## src/rtl/ysyx_24100027_lsu.sv

```systemverilog
// Load/store unit: lane mask/shift for stores, align + sign/zero-extend for loads.
// Latency: accept -> out_valid in 3 cycles minimum; one op in flight, 1 op per 4 cycles best case.
// Backpressure: in_ready only in IDLE; mem_req_valid/fields held until mem_req_ready; result held until out_ready.
//
// Ports: execute side  in_valid/in_ready, in_addr, in_wdata, in_memop, in_wen
//        memory side   mem_req_valid/mem_req_ready, mem_we, mem_addr, mem_wdata, mem_wmask,
//                      mem_rsp_valid, mem_rdata
//        write-back    out_valid/out_ready, out_rdata, out_err
// Optional feature macro: YSYX_24100027_LSU_MISALIGN_EN
//   defined   : misaligned h/hu/w accesses skip memory and return out_err=1, out_rdata=0
//   undefined : out_err tied 0; halves forced to offset addr[1]*2, words to offset 0
module ysyx_24100027_lsu (
    input  logic        clk,
    input  logic        rst_n,
    input  logic        in_valid,
    output logic        in_ready,
    input  logic [31:0] in_addr,
    input  logic [31:0] in_wdata,
    input  logic [2:0]  in_memop,
    input  logic        in_wen,
    output logic        mem_req_valid,
    input  logic        mem_req_ready,
    output logic        mem_we,
    output logic [31:0] mem_addr,
    output logic [31:0] mem_wdata,
    output logic [3:0]  mem_wmask,
    input  logic        mem_rsp_valid,
    input  logic [31:0] mem_rdata,
    output logic        out_valid,
    input  logic        out_ready,
    output logic [31:0] out_rdata,
    output logic        out_err
);

    typedef enum logic [1:0] {IDLE, REQ, WAIT, RESP} state_t;

    state_t      state;
    logic [1:0]  off_q;
    logic        is_b_q;
    logic        is_h_q;
    logic        uns_q;

    // decode of the incoming operation
    logic        in_is_b;
    logic        in_is_h;
    logic [1:0]  in_off;
    logic [3:0]  in_mask;
    logic        in_mis;

    // load alignment from the latched access
    logic [31:0] rd_shift;
    logic [31:0] ld_data;

    assign in_ready = (state == IDLE);

    always_comb begin
        // 011/110/111 fall through to word
        in_is_b = (in_memop[1:0] == 2'b00);
        in_is_h = (in_memop[1:0] == 2'b01);
`ifdef YSYX_24100027_LSU_MISALIGN_EN
        in_off  = in_addr[1:0];
        in_mis  = (in_is_h && in_addr[0]) || (!in_is_b && !in_is_h && (in_addr[1:0] != 2'b00));
`else
        // forced offsets keep every lane inside the word
        in_off  = in_is_b ? in_addr[1:0] : (in_is_h ? {in_addr[1], 1'b0} : 2'b00);
        in_mis  = 1'b0;
`endif
        if (in_is_b)
            in_mask = 4'b0001 << in_off;
        else if (in_is_h)
            in_mask = 4'b0011 << in_off;
        else
            in_mask = 4'b1111;
    end

    always_comb begin
        rd_shift = mem_rdata >> {off_q, 3'b000};
        if (is_b_q)
            ld_data = {{24{rd_shift[7] & ~uns_q}}, rd_shift[7:0]};
        else if (is_h_q)
            ld_data = {{16{rd_shift[15] & ~uns_q}}, rd_shift[15:0]};
        else
            ld_data = mem_rdata;
    end

    always_ff @(posedge clk or negedge rst_n) begin
        if (!rst_n) begin
            state         <= IDLE;
            mem_req_valid <= 1'b0;
            mem_we        <= 1'b0;
            mem_addr      <= 32'h0;
            mem_wdata     <= 32'h0;
            mem_wmask     <= 4'h0;
            out_valid     <= 1'b0;
            out_rdata     <= 32'h0;
            off_q         <= 2'b00;
            is_b_q        <= 1'b0;
            is_h_q        <= 1'b0;
            uns_q         <= 1'b0;
        end else begin
            case (state)
                IDLE: begin
                    if (in_valid) begin
                        mem_addr  <= {in_addr[31:2], 2'b00};
                        mem_we    <= in_wen;
                        mem_wdata <= in_wdata << {in_off, 3'b000};
                        mem_wmask <= in_wen ? in_mask : 4'h0;
                        off_q     <= in_off;
                        is_b_q    <= in_is_b;
                        is_h_q    <= in_is_h;
                        uns_q     <= in_memop[2];
                        if (in_mis) begin
                            // error path never touches memory
                            out_valid <= 1'b1;
                            out_rdata <= 32'h0;
                            state     <= RESP;
                        end else begin
                            mem_req_valid <= 1'b1;
                            state         <= REQ;
                        end
                    end
                end
                REQ: begin
                    if (mem_req_ready) begin
                        mem_req_valid <= 1'b0;
                        state         <= WAIT;
                    end
                end
                WAIT: begin
                    if (mem_rsp_valid) begin
                        out_rdata <= mem_we ? 32'h0 : ld_data;
                        out_valid <= 1'b1;
                        state     <= RESP;
                    end
                end
                RESP: begin
                    if (out_ready) begin
                        out_valid <= 1'b0;
                        state     <= IDLE;
                    end
                end
                default: state <= IDLE;
            endcase
        end
    end

`ifdef YSYX_24100027_LSU_MISALIGN_EN
    // error flag is captured with the accept decision and held through RESP
    always_ff @(posedge clk or negedge rst_n) begin
        if (!rst_n)
            out_err <= 1'b0;
        else if (state == IDLE && in_valid)
            out_err <= in_mis;
    end
`else
    assign out_err = 1'b0;
`endif

endmodule

```

## config.mk

```make
export PLATFORM = sky130hd
export DESIGN_NAME = ysyx_24100027_lsu
export DESIGN_NICKNAME = d
export VERILOG_FILES = /design/src/rtl/ysyx_24100027_lsu.sv
export SDC_FILE = /design/constraint.sdc
export NUM_CORES = 1
export LEC_CHECK = 0
export ABC_AREA = 1
export BUFFER_PORTS_ARGS = -buffer_cell sky130_fd_sc_hd__buf_2
export CAP_MARGIN = 20
export CORE_ASPECT_RATIO = 0.75
export CORE_MARGIN = 2
export CORE_UTILIZATION = 30
export CTS_BUF_LIST = sky130_fd_sc_hd__clkbuf_2
export DETAILED_ROUTE_END_ITERATION = 12
export SYNTH_ARGS = -nofsm -noshare
export SYNTH_HDL_FRONTEND = slang
export SYNTH_SLANG_ARGS = --single-unit
```

## constraint.sdc

```tcl
create_clock -name clk -period 1.4 [get_ports clk]
set_input_delay 0.42 -clock clk [delete_from_list [all_inputs] [get_ports clk]]
set_output_delay 0.42 -clock clk [all_outputs]
set_load 0.005 [all_outputs]
```

# == Yosys cells after proc, flatten, opt, wreduce, memory -nomap -nowiden ==
# Index checks and enable logic that the tools add are counted.
# classes
n_eq_ne,8
shifts,4
mux,19
bitwise_logic,3
n_reduce_logical,9
# op_table
cell,n
32-bit two-way mux,3
32-bit by 5-bit << shifter with 32-bit output,1
32-bit by 5-bit right shift with 16-bit output,1
2-bit two-way mux,6
4-bit two-way mux,3
"2-bit inequality test, second input constant",4
2-bit one-hot mux with 4 select lines,1
3-bit AND reduction,2
"2-bit by 1-bit == test with 1-bit output, second input constant",2
"2-bit == test, second input constant",2
2-bit logical NOT,2
1-bit two-way mux,4
1-bit one-hot mux with 2 select lines,2
2-bit AND reduction,2
4-bit AND reduction,1
2-bit nonzero test,2
"1-bit by 2-bit << shifter with 4-bit output, first input constant",1
"2-bit by 2-bit << shifter with 4-bit output, first input constant",1
1-bit bitwise AND,2
1-bit inverter,1
# totals
reg_bits,108
in_bits,106
output_inout_bits,105
wordCells,55

# == Logic depth before layout (Yosys ltp) ==
# depth
word_depth,7
ltp_mapped,10
ltp_nobuf,9

# == Least setup slack after synthesis ==
# Ideal clock, no wire load.
# synth_timing
kind,reg-to-reg
from,reg state[0]
to,reg mem_wdata[23]
setup_ns,0.135
t_arrival_ns,1.413
t_required_ns,1.265
setup_slack_ns,-0.148
stages_incl_launch_ff,10
n_path_buf,1
period_less_slack_ns,1.548
path_cell_list,dfrtp_1 -> inv_1 -> ha_1 -> nand2_1 -> inv_1 -> nand2_2 -> buf_2 -> nor2_1 -> a21oi_1 -> o21ai_0
# synth_via
elab_chain_cells,2
# synth_rtl
item,line_no,rtl
start: declaration,37,state_t state;
start signal: assignment,88,state <= IDLE;
start signal: assignment,116,state <= RESP;
start signal: assignment,119,state <= REQ;
2-bit logical NOT,n/a,
via in_ready,16,"output logic in_ready,"
2-bit AND reduction (no line),n/a,
end signal: assignment,106,"mem_wdata <= in_wdata << {in_off, 3'b000};"
end: declaration,25,"output logic [31:0] mem_wdata,"
# The timed path passes the listed nets, and every way through them passes these cells.
# A chain may end at the register's enable or synchronous reset.

# == Worst setup path in the final report ==
# layout_timing
from,reg state[1]
to,out in_ready
# layout_via
elab_chain_cells,1
# layout_rtl
item,line_no,rtl
2-bit logical NOT,54,assign in_ready = (state == IDLE);
end: declaration,16,
# No other way between the ends.

==> impl_metrics.yaml <==
floorplanning:
  die_w_um: 158
  core_um2: 17500
  io_pins: 211
  dieArea_um2: 18900
  fp.dieH_um: 119
  initial_utilization_pct: 30.5
  rows: 42
clock_network:
  insertion_delay_ns: 0.63
  numCtsBuffers: 9
  clk_pin_slew_ns: 0.32
  htreeDepth: 3
  tritoncts: "yes"
  root_buffer: "clkbuf_2"
  clockBufferDepth: 2
  cts.sinks: 108
drt:
  detail-route-antenna-nets: 0
  viasPerCell: 4.64
  drc_errors: 0
  dr.pass1.iters: 5
  drt_iter0_drc: 404
  wl_per_cell_um: 15.2
  num_vias: 5976
  wirelength_mm: 19.5
synthesis:
  syn_area_um2: 5330
  ys_ff_latch: 108
  synth_cell_types: 29
  yosys.area.top_type_share_pct: 50.7
  synth.largest_area_cell: "dfrtp_1"
  synth_top_flop_cell: "dfrtp_1"
  synth_common_cells: "nand2_1, dfrtp_1, o21ai_0"
  synth_seq_area_share_pct: 50.7
  ys_top_cells_by_area: "dfrtp_1, nand2_1, o21ai_0"
  async_flop_share_pct: 100
  synthCells: 684
  yosysMostFrequentCell: "nand2_1"
  syn_avg_cell_area_um2: 7.79
  ys.warnings.count: 0
  synth_edf_count: 0
sta:
  fin_crit_sh_pct: 135
  finalCriticalPeriod_ns: 1.89
  finalHoldViolCount: 0
  rsz0062_at_grt: "true"
  tns_ns: -34.12
  skew_ns: 0.0229
  clock.fmax_mhz: 528
  setup_viol: 205
  slew_violations: 0
  worst_slack_ns: -0.494
placed_design:
  port_buffers: 207
  dpl.cell_count: 1162
  dp_hpwl_mm: 13.0
  gp_congestion: 0.905
  dpl_cell_area_um2: 7070
  dp_worst_setup_slack_ns: -0.167
critical_path:
  critical_path.cell_chain: "inv_2 > ha_4 > buf_6 > buf_6"
  path_buf_inv: 3
  criticalPathCategory: "reg -> out"
  reg2reg_slack_ns: -0.18
  max_stage_delay_ns: 0.44
  crit_top_cell: "buf_6"
  path_max_fanout: 2
  r2r_start: "state[0]"
  r2r-end: "mem_wmask[1]"
  ff2ff_path_depth: 8
  cp_top_family: "flip-flops"
  crit_slowest_cell: "dfrtp_1"
  required_ns: 0.98
  arrival_ns: 1.47
  end_kind: "output port"
  worstSetupStartpointType: "flip-flop"
min_path:
  hold_class: "in -> reg"
  hold_path.startpoint: "in_wdata[2]"
  hold_depth: 3
  hold_end: "mem_wdata[2]"
status:
  violations: "setup timing"
  status: "finished, violations left"
final_layout:
  fin_area_um2: 8840
  nets: 1153
  antenna_cells: 0
  syn2layout_area_growth_pct: 65.8
  final_cells: 1289
  drive_gt1_share_pct: 42.0
  utilization_pct: 50.5
run:
  max-cap-violations: 0
power_and_ir_drop:
  p_leak_nw: 4.77
  peakVddDrop_mv: 0.941
  power_density_nw_per_um2: 1810
global_routing:
  grt_pass1_vias: 5739
  grt_pass1_wl_mm: 29.0
  grt_util_all_layers_pct: 19.7
  antenna_found_initial: 0
  grt_overflow: 0
  grt_max_degree: 37
-- kinds of logic after synthesis --
kind of cell / count (synthesis) / share of synthesized area, %
simple gates: 374 / 29.0
flops: 108 / 50.7
other cells: 1 / 0.0703
buf+inv: 81 / 7.20
compound gates: 115 / 11.9
fa+ha+maj: 5 / 1.17
-- metal layers --
metal	vias up	GRT usage [%]	wire [µm]	part of all wire, %
li1	2930	-	-	-
met1	2803	27.1	9090	47
met2	226	30.9	8700	45
met3	17	5.35	1540	7.9
met4	0	4.56	205	1.0
met5	-	0	0	0
-- area by class of cell --
class                           count  area [µm²]
Clock buffer                        9        45.0
Inverter                           42         178
Timing Repair Buffer              382        2980
Clock inverter                      7        82.6
Sequential cell                   108        2700
Fill cell                        1645        8660
Tap cell                          242         303
Multi-Input combinational cell    499        2550
-- layout by cell type, fill, tap and decap left out, types with 12 or more instances in the layout --
master and count:
a21oi_1 18, buf_12 16, buf_2 197, buf_4 93, buf_6 20, dfrtp_1 107
dlygate4sd3_1 40, inv_1 31, nand2_1 248, nand2_2 32, nand3_1 29, nand4_1 16
nor2_1 21, o211ai_1 12, o21ai_0 32, o21ai_1 25, o21ai_2 12
-- through the flow --
stage	power, mW	hold slack (ns)
6_report	16.0	0.0259
5_1_grt	17.2	0.00222
4_1_cts	14.6	0.00176
3_5_place_dp	11.6	0.330
3_3_place_gp	11.5	0.330
2_1_floorplan	8.45	0.124
-- worst register-to-register path, delay by kind of cell (launching register included) --
kind / cells / cell delay [ns]
DFF: 1 / 0.46
buffers and inverters: 5 / 0.65
and+or+nand+nor: 1 / 0.07
adders and majority gates: 1 / 0.14
AOI/OAI and AO/OA: 1 / 0.20
-- timing repair --
action                                  4_1_cts  5_1_grt
endpoints found under the setup margin      201      204
buffers inserted                             20       37
pin swaps                                    17       24
hold buffers                                 40        0
hold endpoints to repair                    147        0
gates cloned                                  9        6
resized for setup                            87       81
-- state kept, by name, indices dropped and copies added (netlist names) --
name,cells
is_b_q,1
is_h_q,1
mem_wmask,4
mem_we,1
state,2
mem_addr,30
out_valid,1
off_q,2
mem_req_valid,1
out_rdata,32
uns_q,1
mem_wdata,32
-- worst max-delay path by stage --
stage / cells after the start / end / startpoint
after floorplan: 8 / mem_addr[11] / state[0]
after global placement: 7 / mem_wdata[27] / in_memop[0]
after detailed placement: 7 / mem_wdata[10] / in_memop[0]
after CTS: 4 / in_ready / state[1]
after global routing: 4 / in_ready / state[0]
final: 4 / in_ready / state[1]
-- power breakdown --
part | internal (mW) | switching, mW | total [mW]
Combinational | 4.66 | 4.36 | 9.03
Sequential | 4.48 | 0.851 | 5.34
Clock | 0.443 | 1.16 | 1.60
Note: power is estimated with default switching activity, not from simulation.
